<file path="src/rtl/am_pkg.sv">
// Shared definitions for the AM modulator: FSM state encoding and sine-table geometry.
package am_pkg;
  typedef enum logic [1:0] {S_IDLE, S_ENV, S_MULI, S_MULQ} state_t;
  localparam int SINE_AMP = 127;
  localparam int IDX_W    = 8;
endpackage

</file>
<file path="src/rtl/am_modulator_if.sv">
// Audio-in / I-Q-out bus of the AM modulator; master is the sample source, slave the modulator.
interface am_modulator_if #(parameter int PHASE_W = 16);
  logic signed [7:0]  d_in;
  logic               d_valid;
  logic [7:0]         mod_index;
  logic [PHASE_W-1:0] tune_word;
  logic signed [7:0]  I_out;
  logic signed [7:0]  Q_out;
  logic               out_valid;
  logic               busy;
  logic               overrun;

  modport master (output d_in, d_valid, mod_index, tune_word,
                  input  I_out, Q_out, out_valid, busy, overrun);
  modport slave  (input  d_in, d_valid, mod_index, tune_word,
                  output I_out, Q_out, out_valid, busy, overrun);
endinterface

</file>
<file path="src/rtl/am_sine_lut.sv">
// Combinational sin/cos for an 8-bit phase index, folded from a 64-entry quarter-wave ROM.
module am_sine_lut
  import am_pkg::*;
(
  input  logic [IDX_W-1:0]  k,
  output logic signed [7:0] sin_o,
  output logic signed [7:0] cos_o
);
  // round(127*sin(2*pi*i/256)), i = 0..63
  localparam logic [6:0] QROM [64] = '{
    7'd0,   7'd3,   7'd6,   7'd9,   7'd12,  7'd16,  7'd19,  7'd22,
    7'd25,  7'd28,  7'd31,  7'd34,  7'd37,  7'd40,  7'd43,  7'd46,
    7'd49,  7'd51,  7'd54,  7'd57,  7'd60,  7'd63,  7'd65,  7'd68,
    7'd71,  7'd73,  7'd76,  7'd78,  7'd81,  7'd83,  7'd85,  7'd88,
    7'd90,  7'd92,  7'd94,  7'd96,  7'd98,  7'd100, 7'd102, 7'd104,
    7'd106, 7'd107, 7'd109, 7'd111, 7'd112, 7'd113, 7'd115, 7'd116,
    7'd117, 7'd118, 7'd120, 7'd121, 7'd122, 7'd122, 7'd123, 7'd124,
    7'd125, 7'd125, 7'd126, 7'd126, 7'd126, 7'd127, 7'd127, 7'd127};

  // Odd quadrants read the ROM mirrored; the peak (j==0 there) lies just past the table end.
  function automatic logic signed [7:0] fold(input logic [7:0] kk);
    logic [5:0] j;
    logic [6:0] mag;
    j = kk[5:0];
    if (!kk[6])         mag = QROM[j];
    else if (j == 6'd0) mag = 7'(SINE_AMP);
    else                mag = QROM[6'(7'd64 - {1'b0, j})];
    fold = kk[7] ? -$signed({1'b0, mag}) : $signed({1'b0, mag});
  endfunction

  assign sin_o = fold(k);
  assign cos_o = fold(8'(k + 8'd64));
endmodule

</file>
<file path="src/rtl/am_modulator.sv">
// AM modulator: envelope from audio*index, rotated by a per-sample NCO, all products
// through one registered 9x9 signed multiplier sequenced by a 4-state FSM.
module am_modulator
  import am_pkg::*;
#(
  parameter int unsigned CARRIER_LVL = 128,
  parameter int          PHASE_W     = 16
) (
  input logic          clk,
  input logic          rst_n,
  am_modulator_if.slave bus
);
  localparam logic [7:0] CL8 = 8'(CARRIER_LVL);

  state_t               state;
  logic [PHASE_W-1:0]   phase;
  logic [IDX_W-1:0]     ph_k;
  logic [7:0]           env_r;
  logic signed [10:0]   prod_hi;   // product >>> 7; bits [8:1] give product >>> 8
  logic signed [7:0]    i_r, i_q, q_q;
  logic                 vld_q, ovr_q;
  logic signed [8:0]    mul_a, mul_b;
  logic signed [10:0]   env_w;
  logic [7:0]           env_c;
  logic signed [7:0]    sin_v, cos_v;

  am_sine_lut u_lut (.k(ph_k), .sin_o(sin_v), .cos_o(cos_v));

  always_comb begin
    env_w = $signed({3'b000, CL8}) + prod_hi;
    if (env_w < 11'sd0)        env_c = 8'd0;
    else if (env_w > 11'sd255) env_c = 8'd255;
    else                       env_c = env_w[7:0];
  end

  // Multiplier operand select: audio*index, then env*cos, then env*sin.
  always_comb begin
    mul_a = '0;
    mul_b = '0;
    case (state)
      S_IDLE: begin mul_a = {bus.d_in[7], bus.d_in}; mul_b = {1'b0, bus.mod_index}; end
      S_ENV:  begin mul_a = {1'b0, env_c};           mul_b = {cos_v[7], cos_v};     end
      S_MULI: begin mul_a = {1'b0, env_r};           mul_b = {sin_v[7], sin_v};     end
      default: ;
    endcase
  end

  always_ff @(posedge clk or negedge rst_n) begin
    if (!rst_n) begin
      state   <= S_IDLE;
      phase   <= '0;
      ph_k    <= '0;
      env_r   <= '0;
      prod_hi <= '0;
      i_r     <= '0;
      i_q     <= '0;
      q_q     <= '0;
      vld_q   <= 1'b0;
      ovr_q   <= 1'b0;
    end else begin
      prod_hi <= 11'((18'(mul_a) * 18'(mul_b)) >>> 7);
      vld_q   <= 1'b0;
      ovr_q   <= bus.d_valid && (state != S_IDLE);
      case (state)
        S_IDLE: if (bus.d_valid) begin
          ph_k  <= phase[PHASE_W-1 -: IDX_W];
          phase <= phase + bus.tune_word;
          state <= S_ENV;
        end
        S_ENV: begin
          env_r <= env_c;
          state <= S_MULI;
        end
        S_MULI: begin
          i_r   <= prod_hi[8:1];
          state <= S_MULQ;
        end
        S_MULQ: begin
          i_q   <= i_r;
          q_q   <= prod_hi[8:1];
          vld_q <= 1'b1;
          state <= S_IDLE;
        end
        default: state <= S_IDLE;
      endcase
    end
  end

  assign bus.I_out     = i_q;
  assign bus.Q_out     = q_q;
  assign bus.out_valid = vld_q;
  assign bus.overrun   = ovr_q;
  assign bus.busy      = (state != S_IDLE);
endmodule

</file>
<file path="src/flat_wrapper.sv">
// flat-port wrapper written by rule: the top's interface ports become plain ports
module am_modulator_flat import am_pkg::*;
#(
  parameter int unsigned CARRIER_LVL = 128,
  parameter int          PHASE_W     = 16
)
  (clk, rst_n, bus_d_in, bus_d_valid, bus_mod_index, bus_tune_word, bus_I_out, bus_Q_out, bus_out_valid, bus_busy, bus_overrun);
  am_modulator_if #(.PHASE_W(PHASE_W)) bus_i ();
  input logic clk;
  input logic rst_n;
  input wire logic [$bits(bus_i.d_in)-1:0] bus_d_in;
  input wire logic [$bits(bus_i.d_valid)-1:0] bus_d_valid;
  input wire logic [$bits(bus_i.mod_index)-1:0] bus_mod_index;
  input wire logic [$bits(bus_i.tune_word)-1:0] bus_tune_word;
  output wire logic [$bits(bus_i.I_out)-1:0] bus_I_out;
  output wire logic [$bits(bus_i.Q_out)-1:0] bus_Q_out;
  output wire logic [$bits(bus_i.out_valid)-1:0] bus_out_valid;
  output wire logic [$bits(bus_i.busy)-1:0] bus_busy;
  output wire logic [$bits(bus_i.overrun)-1:0] bus_overrun;
  assign bus_i.d_in = bus_d_in;
  assign bus_i.d_valid = bus_d_valid;
  assign bus_i.mod_index = bus_mod_index;
  assign bus_i.tune_word = bus_tune_word;
  assign bus_I_out = bus_i.I_out;
  assign bus_Q_out = bus_i.Q_out;
  assign bus_out_valid = bus_i.out_valid;
  assign bus_busy = bus_i.busy;
  assign bus_overrun = bus_i.overrun;
  am_modulator #(.CARRIER_LVL(CARRIER_LVL), .PHASE_W(PHASE_W)) u_core (.clk(clk), .rst_n(rst_n), .bus(bus_i));
endmodule
</file>
<file path="config.mk">
export PLATFORM = sky130hd
export DESIGN_NAME = am_modulator_flat
export DESIGN_NICKNAME = d
export VERILOG_FILES = /design/src/rtl/am_pkg.sv /design/src/rtl/am_modulator_if.sv /design/src/rtl/am_sine_lut.sv /design/src/rtl/am_modulator.sv /design/src/flat_wrapper.sv
export SDC_FILE = /design/constraint.sdc
export NUM_CORES = 1
export LEC_CHECK = 0
export BUFFER_PORTS_ARGS = -buffer_cell sky130_fd_sc_hd__buf_2
export CORE_AREA = 2 2 136 152
export DETAILED_ROUTE_END_ITERATION = 7
export DIE_AREA = 0 0 138 154
export GPL_ROUTABILITY_DRIVEN = 1
export GPL_TIMING_DRIVEN = 1
export PLACE_DENSITY = 0.66
export SYNTH_ARGS = -nofsm -noshare
export SYNTH_HDL_FRONTEND = slang
export SYNTH_HIERARCHICAL = 1
export SYNTH_SLANG_ARGS = --single-unit
</file>
<file path="constraint.sdc">
create_clock -name clk -period 13.5 [get_ports clk]
set_input_delay 0.675 -clock clk [delete_from_list [all_inputs] [get_ports clk]]
set_output_delay 0.675 -clock clk [all_outputs]
set_load 0.01 [all_outputs]
</file>
## Yosys cells after proc, flatten, opt, wreduce, memory -nomap -nowiden

Memory sizes are Yosys's and may differ from the RTL's.
Cells that the tools add are included.

- Input bits: 35
- ROM bits: 1792
- Output and inout port bits: 19
- Memories kept: 4
- Flip-flop bits (word level): 71

- Add/sub/neg operators: 7
- Magnitude comparators: 6
- Mux-type cells: 21
- Multiply operators: 1
- Equality and inequality tests: 4
- Bitwise logic cells: 4
- Reduce and logical (&&, ||, !) cells: 6

Memory list:

| memory | depth | width | rd ports | clocked after memory_dff | write ports | RTL line | text |
|---|---|---|---|---|---|---|---|
| (no name shown) | 64 | 7 | 1 | 0 | 0 | am_sine_lut.sv:27 | `else mag = QROM[6'(7'd64 - {1'b0, j})];` |
| (no name shown) | 64 | 7 | 1 | 0 | 0 | am_sine_lut.sv:25 | `if (!kk[6]) mag = QROM[j];` |
| (no name shown) | 64 | 7 | 1 | 0 | 0 | am_sine_lut.sv:27 |  |
| (no name shown) | 64 | 7 | 1 | 0 | 0 | am_sine_lut.sv:25 |  |

Operator list:

| cell | number |
|---|---|
| $mux W7 | 12 |
| $pmux W9 S3 | 2 |
| $mux W8 | 4 |
| $ge A7 B7 Y1 const B | 4 |
| $not A6 Y7 | 4 |
| $mul A9 B9 Y18 | 1 |
| $add A16 B16 Y16 | 1 |
| $neg A7 Y8 | 2 |
| $logic_not A6 Y1 | 2 |
| $sub A1 B6 Y6 const A | 2 |
| $add A9 B11 Y11 const A | 1 |
| $gt A11 B9 Y1 const B | 1 |
| $lt A11 B1 Y1 const B | 1 |
| $add A8 B7 Y8 const B | 1 |
| $pmux W2 S4 | 1 |
| $eq A2 B2 Y1 const B | 2 |
| $eq A2 B1 Y1 const B | 1 |
| $logic_not A2 Y1 | 1 |
| $mux W2 | 1 |
| $ne A2 B2 Y1 const B | 1 |
| $reduce_and A2 Y1 | 1 |
| $reduce_bool A2 Y1 | 1 |
| $logic_and A1 B1 Y1 | 1 |
| $mux W1 | 1 |

## Longest topological paths before layout

Gate-level depths: netlist of the first run.

- Depth in word-level cells: 12
- Depth in mapped cells: 42
- Depth with buffers taken out: 37

## Modules after synthesis

The synthesis of the first run kept the hierarchy.

Modules (own cells, without submodules):

| module | instances | sequential area each (µm²) | area an instance (µm²) | cells each |
|---|---|---|---|---|
| am_modulator | 1 | 1776.7 | 6542.5 | 675 |
| am_sine_lut | 1 | 0.0 | 2212.1 | 344 |

## Worst setup path after synthesis of the first run

Ideal clock, no wire load.

- Path kind: flip-flop to flip-flop
- Start: register u_core.ph_k[1]
- End: register u_core.prod_hi[10]
- Cell stages (with the launch flop): 37
- Slack: 4.555 ns
- Data arrival time: 8.876 ns
- Setup time: 0.069 ns
- Required time: 13.431 ns
- Cell sequence: dfrtp_1 > clkbuf_1 > buf_2 > inv_1 > ha_1 > buf_2 > inv_1 > ha_1 > clkbuf_1 > inv_1 > a31oi_1 > o311ai_0 > or3_1 > a221o_1 > a211o_1 > or4_1 > o21a_1 > a22oi_1 > nor2_1 > a31oi_1 > nand2b_1 > fa_1 > fa_1 > inv_1 > fa_1 > fa_1 > inv_1 > fa_1 > inv_1 > ha_1 > o21a_1 > o21a_1 > o21ai_0 > a21o_4 > a2111oi_4 > or3_1 > nand3_1

- Elaborated cells on any way between the ends: 31
- Classes of those cells: 5 x add/sub; 1 x mul; 15 x mux; 4 x bitwise; 2 x reduce/logical; 4 x memory

RTL lines:

| what | RTL line | text |
|---|---|---|
| start, declared | am_modulator.sv:17 | `logic [IDX_W-1:0] ph_k;` |
| start signal, assigned | am_modulator.sv:66 | `ph_k <= phase[PHASE_W-1 -: IDX_W];` |
| $sub A1 B6 Y6 | am_sine_lut.sv:27 |  |
| $not A6 Y7 (implied by the code) | am_sine_lut.sv:27 |  |
| $mem_v2 Z64 W7 | n/a |  |
| $mux W7 (implied by the code) (2 in series) | am_sine_lut.sv:27 |  |
| $mux W7 | am_sine_lut.sv:26 | `else if (j == 6'd0) mag = 7'(SINE_AMP);` |
| $mux W7 * | am_sine_lut.sv:25 |  |
| $neg A7 Y8 * | am_sine_lut.sv:28 | `fold = kk[7] ? -$signed({1'b0, mag}) : $signed({1'b0, mag});` |
| $mux W8 * | am_sine_lut.sv:28 |  |
| net u_core.sin_v[7] | am_modulator.sv:25 | `logic signed [7:0] sin_v, cos_v;` |
| $pmux W9 S3 * | am_modulator.sv:40 | `case (state)` |
| $mul A9 B9 Y18 * | am_modulator.sv:61 | `prod_hi <= 11'((18'(mul_a) * 18'(mul_b)) >>> 7);` |
| end signal, assigned | am_modulator.sv:61 |  |
| end, declared | am_modulator.sv:19 | `logic signed [10:0] prod_hi;` |

The timed path passes the listed nets; every way through them passes the cells marked *. The select of a mux whose other input is x is not followed.
A chain may end at the register's enable or synchronous reset.

## Final worst setup path of the first run

Same ends and word-level chain as after synthesis.

==> metrics, run 1 <==
top-area cell type share of the netlist area 20.3%; EDFF count, synth 0; Startpoint Class flip-flop; Crit Path Max Fanout 28; Crit Path Class flip-flop to flip-flop; DR vias 7507; post-place instance area 9180 sq um; TritonCTS buffer count 9; GRT Total Usage 22.0%; area of the mapped netlist 8750 sq um; post-route ant nets 0; slew of the pin with the lowest slew margin 1.18 ns; GR Util met3 2.96%; number of nets in the layout 1211; Compound-Gate Fraction of Synth Area 19.4%; die area 21300 sq um; clock sink count 71; Hold Fails Final Rpt 0; Worst Skew 0.00520 ns; XOR/XNOR Fraction of Synth Area 4.30%; Most Used Layer, Global Route met2; met2 Usage GRT 36.5%; CP max stage delay 0.92 ns; Die Wd 138 um; drt via density 5.78; Worst Path Buf+Inv 6; Synth Area in Adders 25.4%; initial antenna violation count 0; routing usage on met1 28.7%; design area 9480 sq um; Worst EP arrival 10.63 ns; Routed WL per cell 17.7 um; RSZ-0062 raised after global routing false; final setup violation count 0; Area growth, synth to finish 8.23%; vias in the first global route 7452; mux share of post-synthesis cell area 4.79%; post-CTS setup buffers 0; root buffer cell clkbuf_16; share of layout cells above drive strength 1 12.8%; Max Fclk 96.5 MHz; Reg area 1780 sq um; # H-tree levels 3; CTS tree done; first-pass iteration count of the detailed router 7; Synth Area per Inst 8.59 sq um; post-synth cell types 85; Final Max Slew Viols 0; largest net degree at the start of global routing 72; Worst Path Required 13.77 ns; Total Wirelength 23000 um; synth warn 6; Top delay family on crit path adder cells; first-pass GRT wire length 38300 um; fin crit share 76.8%; FP Rows 54; crit-path most repeated cell inv_1; IO buf count 53; Initial DRC Count 706; Syn Inst Count 1019; DIE HEIGHT 154 um; Final min period 10.36 ns; DRC 0; IO Pins 54; final hold slack 0.471 ns; flops & latches, synth 71; multi-input logic area 6330 sq um; Clk Latency, worst-skew pair 0.33 ns; DP HPWL 17800 um; max-cap violations 0; Tightest Hold Check Type input port to async pin; main combinational cell family by area after synthesis adder cells; commonest non-fill, non-tap cells in the layout 125 x nand2_1, 110 x inv_1, 83 x nor2_1; worst-case clock buffer depth 2; Critical-path top delay cell dfrtp_1; Final TNS setup 0 ns; Synth Area in Simple Gates 18.5%; Core ar. 19600 sq um; leading cell type in the layout, fill and taps excluded nand2_1; run status completed; gr ovfl total 0; CP endpoint kind flip-flop; hold-fix buffers at CTS 0; Net Count, Synth 1189; Synth Flop Type dfrtp_1; clock transition at the registers of the reported paths 0.06 ns; Starting Density 44.7%; Area contributors post-synth dfrtp_1 20%, fa_1 16%, ha_1 9.3%, nand2_1 5.4%, inv_1 4.7%; fillers 1904; gpl congestion 0.950; Resized Gates After CTS 0; final antenna diode count 0; utilization after layout 48.4%; Rel. slew slack 21.6%; sequential area share after synthesis 20.3%; area leader, netlist dfrtp_1; ys async rst share 100%
==> worst reg2reg max path: cells and delay by family, from the launching register on <==
family / cells / cell delay [ns]
adder cells (fa/ha/maj): 8 / 3.97
AO/OA/AOI/OAI: 12 / 2.77
AND/OR/NAND/NOR: 6 / 1.75
flip-flops: 1 / 0.92
buffers and inverters: 6 / 0.91
==> registers in the layout (all words and copies together) (netlist names) <==
signal,flops
u_core/bus.out_valid,1
u_core/bus.overrun,1
u_core/phase,16
u_core/env_r,8
u_core/ph_k,8
u_core/bus.I_out,8
u_core/bus.Q_out,8
u_core/state,2
u_core/i_r,8
u_core/prod_hi,11
==> cell type report <==
cell class	instances	area share, %
Multi-Input combinational cell	785	66.9
Timing Repair Buffer	60	3.38
Sequential cell	71	18.8
Inverter	114	4.52
Tap cell	252	3.33
Clock inverter	5	0.607
Clock buffer	11	2.56
==> worst paths after layout <==
kind | slack, ns | end | start | depth (start not counted)
worst max-delay path | 3.14 | u_core/prod_hi[10] | u_core/ph_k[1] | 32
worst min-delay path | 0.47 | u_core/phase[2] | rst_n | 1
worst max register to register | 3.14 | u_core/prod_hi[10] | u_core/ph_k[1] | 32
worst min register to register | 0.47 | u_core/phase[0] | u_core/phase[0] | 2
max in group asynchronous | 12.44 | u_core/prod_hi[3] | rst_n | 1
min in group clk | 0.47 | u_core/phase[0] | u_core/phase[0] | 2
==> Yosys cell counts (11+ instances only) <==
master and number:
o21ai_0 41, mux2_2 27, nor3_1 22, nand2b_1 12
nand3_1 22, a31oi_1 11, nor2b_1 17, a211oi_1 13
fa_1 70, dfrtp_1 71, clkbuf_1 31, ha_1 65
xnor2_1 34, a21o_1 15, nand2_1 125, nor2_1 83
inv_1 110, and2_1 13, a21oi_1 31
==> logic make-up (layout without fill, tap and decap cells) <==
group / after synthesis / in the layout
AND/OR/NAND/NOR: 342 / 342
AO/OA/AOI/OAI: 228 / 228
buffers and inverters: 163 / 190
adder cells (fa/ha/maj): 136 / 136
flip-flops: 71 / 71
XOR/XNOR: 43 / 43
multiplexers: 36 / 36
==> routing by layer <==
layer | routed length (um) | vias to the layer above | part of all wire [%]
li1 | - | 3571 | -
met1 | 9700 | 3592 | 42
met2 | 11000 | 279 | 48
met3 | 1290 | 65 | 5.6
met4 | 994 | 0 | 4.3
met5 | 0 | - | 0
==> per-stage QoR <==
| stage | cells | worst slack [ns] |
|---|---|---|
| floorplan | 1019 | 4.56 |
| global placement | 1282 | 3.53 |
| detailed placement | 1282 | 3.40 |
| CTS | 1298 | 3.31 |
| global route | 1298 | 2.55 |
| finish | 1298 | 3.14 |
Power of run 1 is left out: the tool's default activity adds up to more than one toggle a clock period on the data nets, which glitch-free logic cannot reach.
==> inputs of run 2 (changes only) <==
PLACE_DENSITY = 0.69   (was 0.66)
clock period = 8.7 ns   (was 13.5 ns; I/O delays follow)
==> metrics, run 2 (same netlist as run 1, synthesis figures left out) <==
run status completed; Core ar. 19600 sq um (unchanged); DR vias 7662 (+2.1%); utilization after layout 50.3% (+2.0 points); share of layout cells above drive strength 1 17.4% (+4.6 points); r2r startpoint u_core/ph_k[0]; worst-case clock buffer depth 2 (unchanged); Worst R2R End u_core/prod_hi[8]; first-pass iteration count of the detailed router 5 (-2); IO buf count 53 (unchanged); commonest non-fill, non-tap cells in the layout 125 x nand2_1, 108 x inv_1, 81 x nor2_1; crit path capture u_core/prod_hi[8]; Area growth, synth to finish 12.6%; initial antenna violation count 0 (unchanged); FP Rows 54 (unchanged); largest net degree at the start of global routing 72 (unchanged); fin crit share 95.0% (+18 points); number of nets in the layout 1245 (+2.8%); Critical-path top delay cell fa_1; post-route ant nets 0 (unchanged); Crit Path Max Fanout 8 (-71%); biggest regs u_core/phase x16, u_core/prod_hi x11; dpl ws 0.217 ns (-3.19 ns); Tightest Hold Check Type input port to async pin; max FFs per register 16 (unchanged); Startpoint Class flip-flop; Crit Path Class flip-flop to flip-flop; Die Wd 138 um (unchanged); final setup violation count 0 (unchanged); Final min period 8.26 ns (-2.10 ns); # H-tree levels 3 (unchanged); Worst Path Required 8.94 ns (-4.83 ns); final antenna diode count 0 (unchanged); first-pass GRT wire length 38900 um (+1.4%); Max Fclk 121 MHz (+25%); min setup slack post-route 0.439 ns (-2.70 ns); DRC 0 (unchanged); gpl congestion 0.964 (+1.4%); R2R depth 32 (unchanged); slew of the pin with the lowest slew margin 0.909 ns (-0.267 ns); leading cell type in the layout, fill and taps excluded nand2_1; clock sink count 71 (unchanged); Final Max Slew Viols 0 (unchanged); Total Wirelength 23700 um (+3.1%); max-cap violations 0 (unchanged); Routed WL per cell 17.8 um (+0.50%); vias in the first global route 7552 (+1.3%); DP HPWL 18600 um (+4.6%); crit-path most repeated cell fa_1; DIE HEIGHT 154 um (unchanged); CTS tree done; Hold Fails Final Rpt 0 (unchanged); final hold slack 0.240 ns (-0.231 ns); TritonCTS buffer count 9 (unchanged); Worst EP arrival 8.50 ns (-2.13 ns); gr ovfl total 0 (unchanged); CP endpoint kind flip-flop; Clk Latency, worst-skew pair 0.33 ns (about the same); Starting Density 44.7% (unchanged); Rel. slew slack 39.4% (+18 points); Initial DRC Count 731 (+3.5%); root buffer cell clkbuf_16; reg2reg setup slack 0.44 ns (-2.70 ns); GRT Total Usage 22.4% (+0.38 points); CP max stage delay 0.56 ns (-0.36 ns); Biggest register u_core/phase; clock transition at the registers of the reported paths 0.06 ns (about the same); crit path from u_core/ph_k[0]; drt via density 5.75 (-0.54%); Worst Skew 0.00829 ns (+0.00309 ns); die area 21300 sq um (unchanged); IO Pins 54 (unchanged)
==> run 2: layout make-up <==
cell class	count	area, sq um
Multi-Input combinational cell	785	6430
Tap cell	252	315
Timing Repair Buffer	94	583
Clock inverter	5	81.3
Inverter	114	432
Sequential cell	71	1780
Clock buffer	11	233
Fill cell	1854	9740
==> run 2: worst min-delay path by stage <==
stage	from	endpoint	depth (start not counted)
floorplan	rst_n	u_core/bus.I_out[0]	0
global placement	u_core/phase[15]	u_core/phase[15]	1
detailed placement	u_core/phase[15]	u_core/phase[15]	1
CTS	rst_n	u_core/phase[0]	1
global route	rst_n	u_core/phase[1]	1
finish	rst_n	u_core/phase[1]	1
==> run 2: metrics by stage <==
| step | std cells | instance area, sq um | TNS (ns) |
|---|---|---|---|
| floorplan | 1019 | 8760 | 0 |
| global placement | 1307 | 9370 | 0 |
| detailed placement | 1307 | 9370 | 0 |
| CTS | 1323 | 9680 | 0 |
| global route | 1332 | 9860 | -0.0120 |
| finish | 1332 | 9860 | 0 |
==> run 2: what timing repair did <==
item | CTS | global route
gates resized for setup | 0 | 28
buffers inserted | 0 | 9
setup endpoints to repair | 0 | 7
hold buffers | 0 | 0
==> run 2: per-layer routing <==
metal / track usage [%] / share of wire (%)
met1: 28.4 / 42
met2: 38.1 / 48
met3: 2.77 / 5.0
met4: 10.8 / 4.8
met5: 0 / 0
==> run 2: critical path, delay by kind of cell (launching register included) <==
family | cells | cell delay, ns
DFF | 1 | 0.38
adders and majority gates | 8 | 3.41
AOI/OAI and AO/OA | 14 | 2.75
and+or+nand+nor | 4 | 1.13
buffers and inverters | 6 | 0.48
Power of run 2 is left out for the same reason.
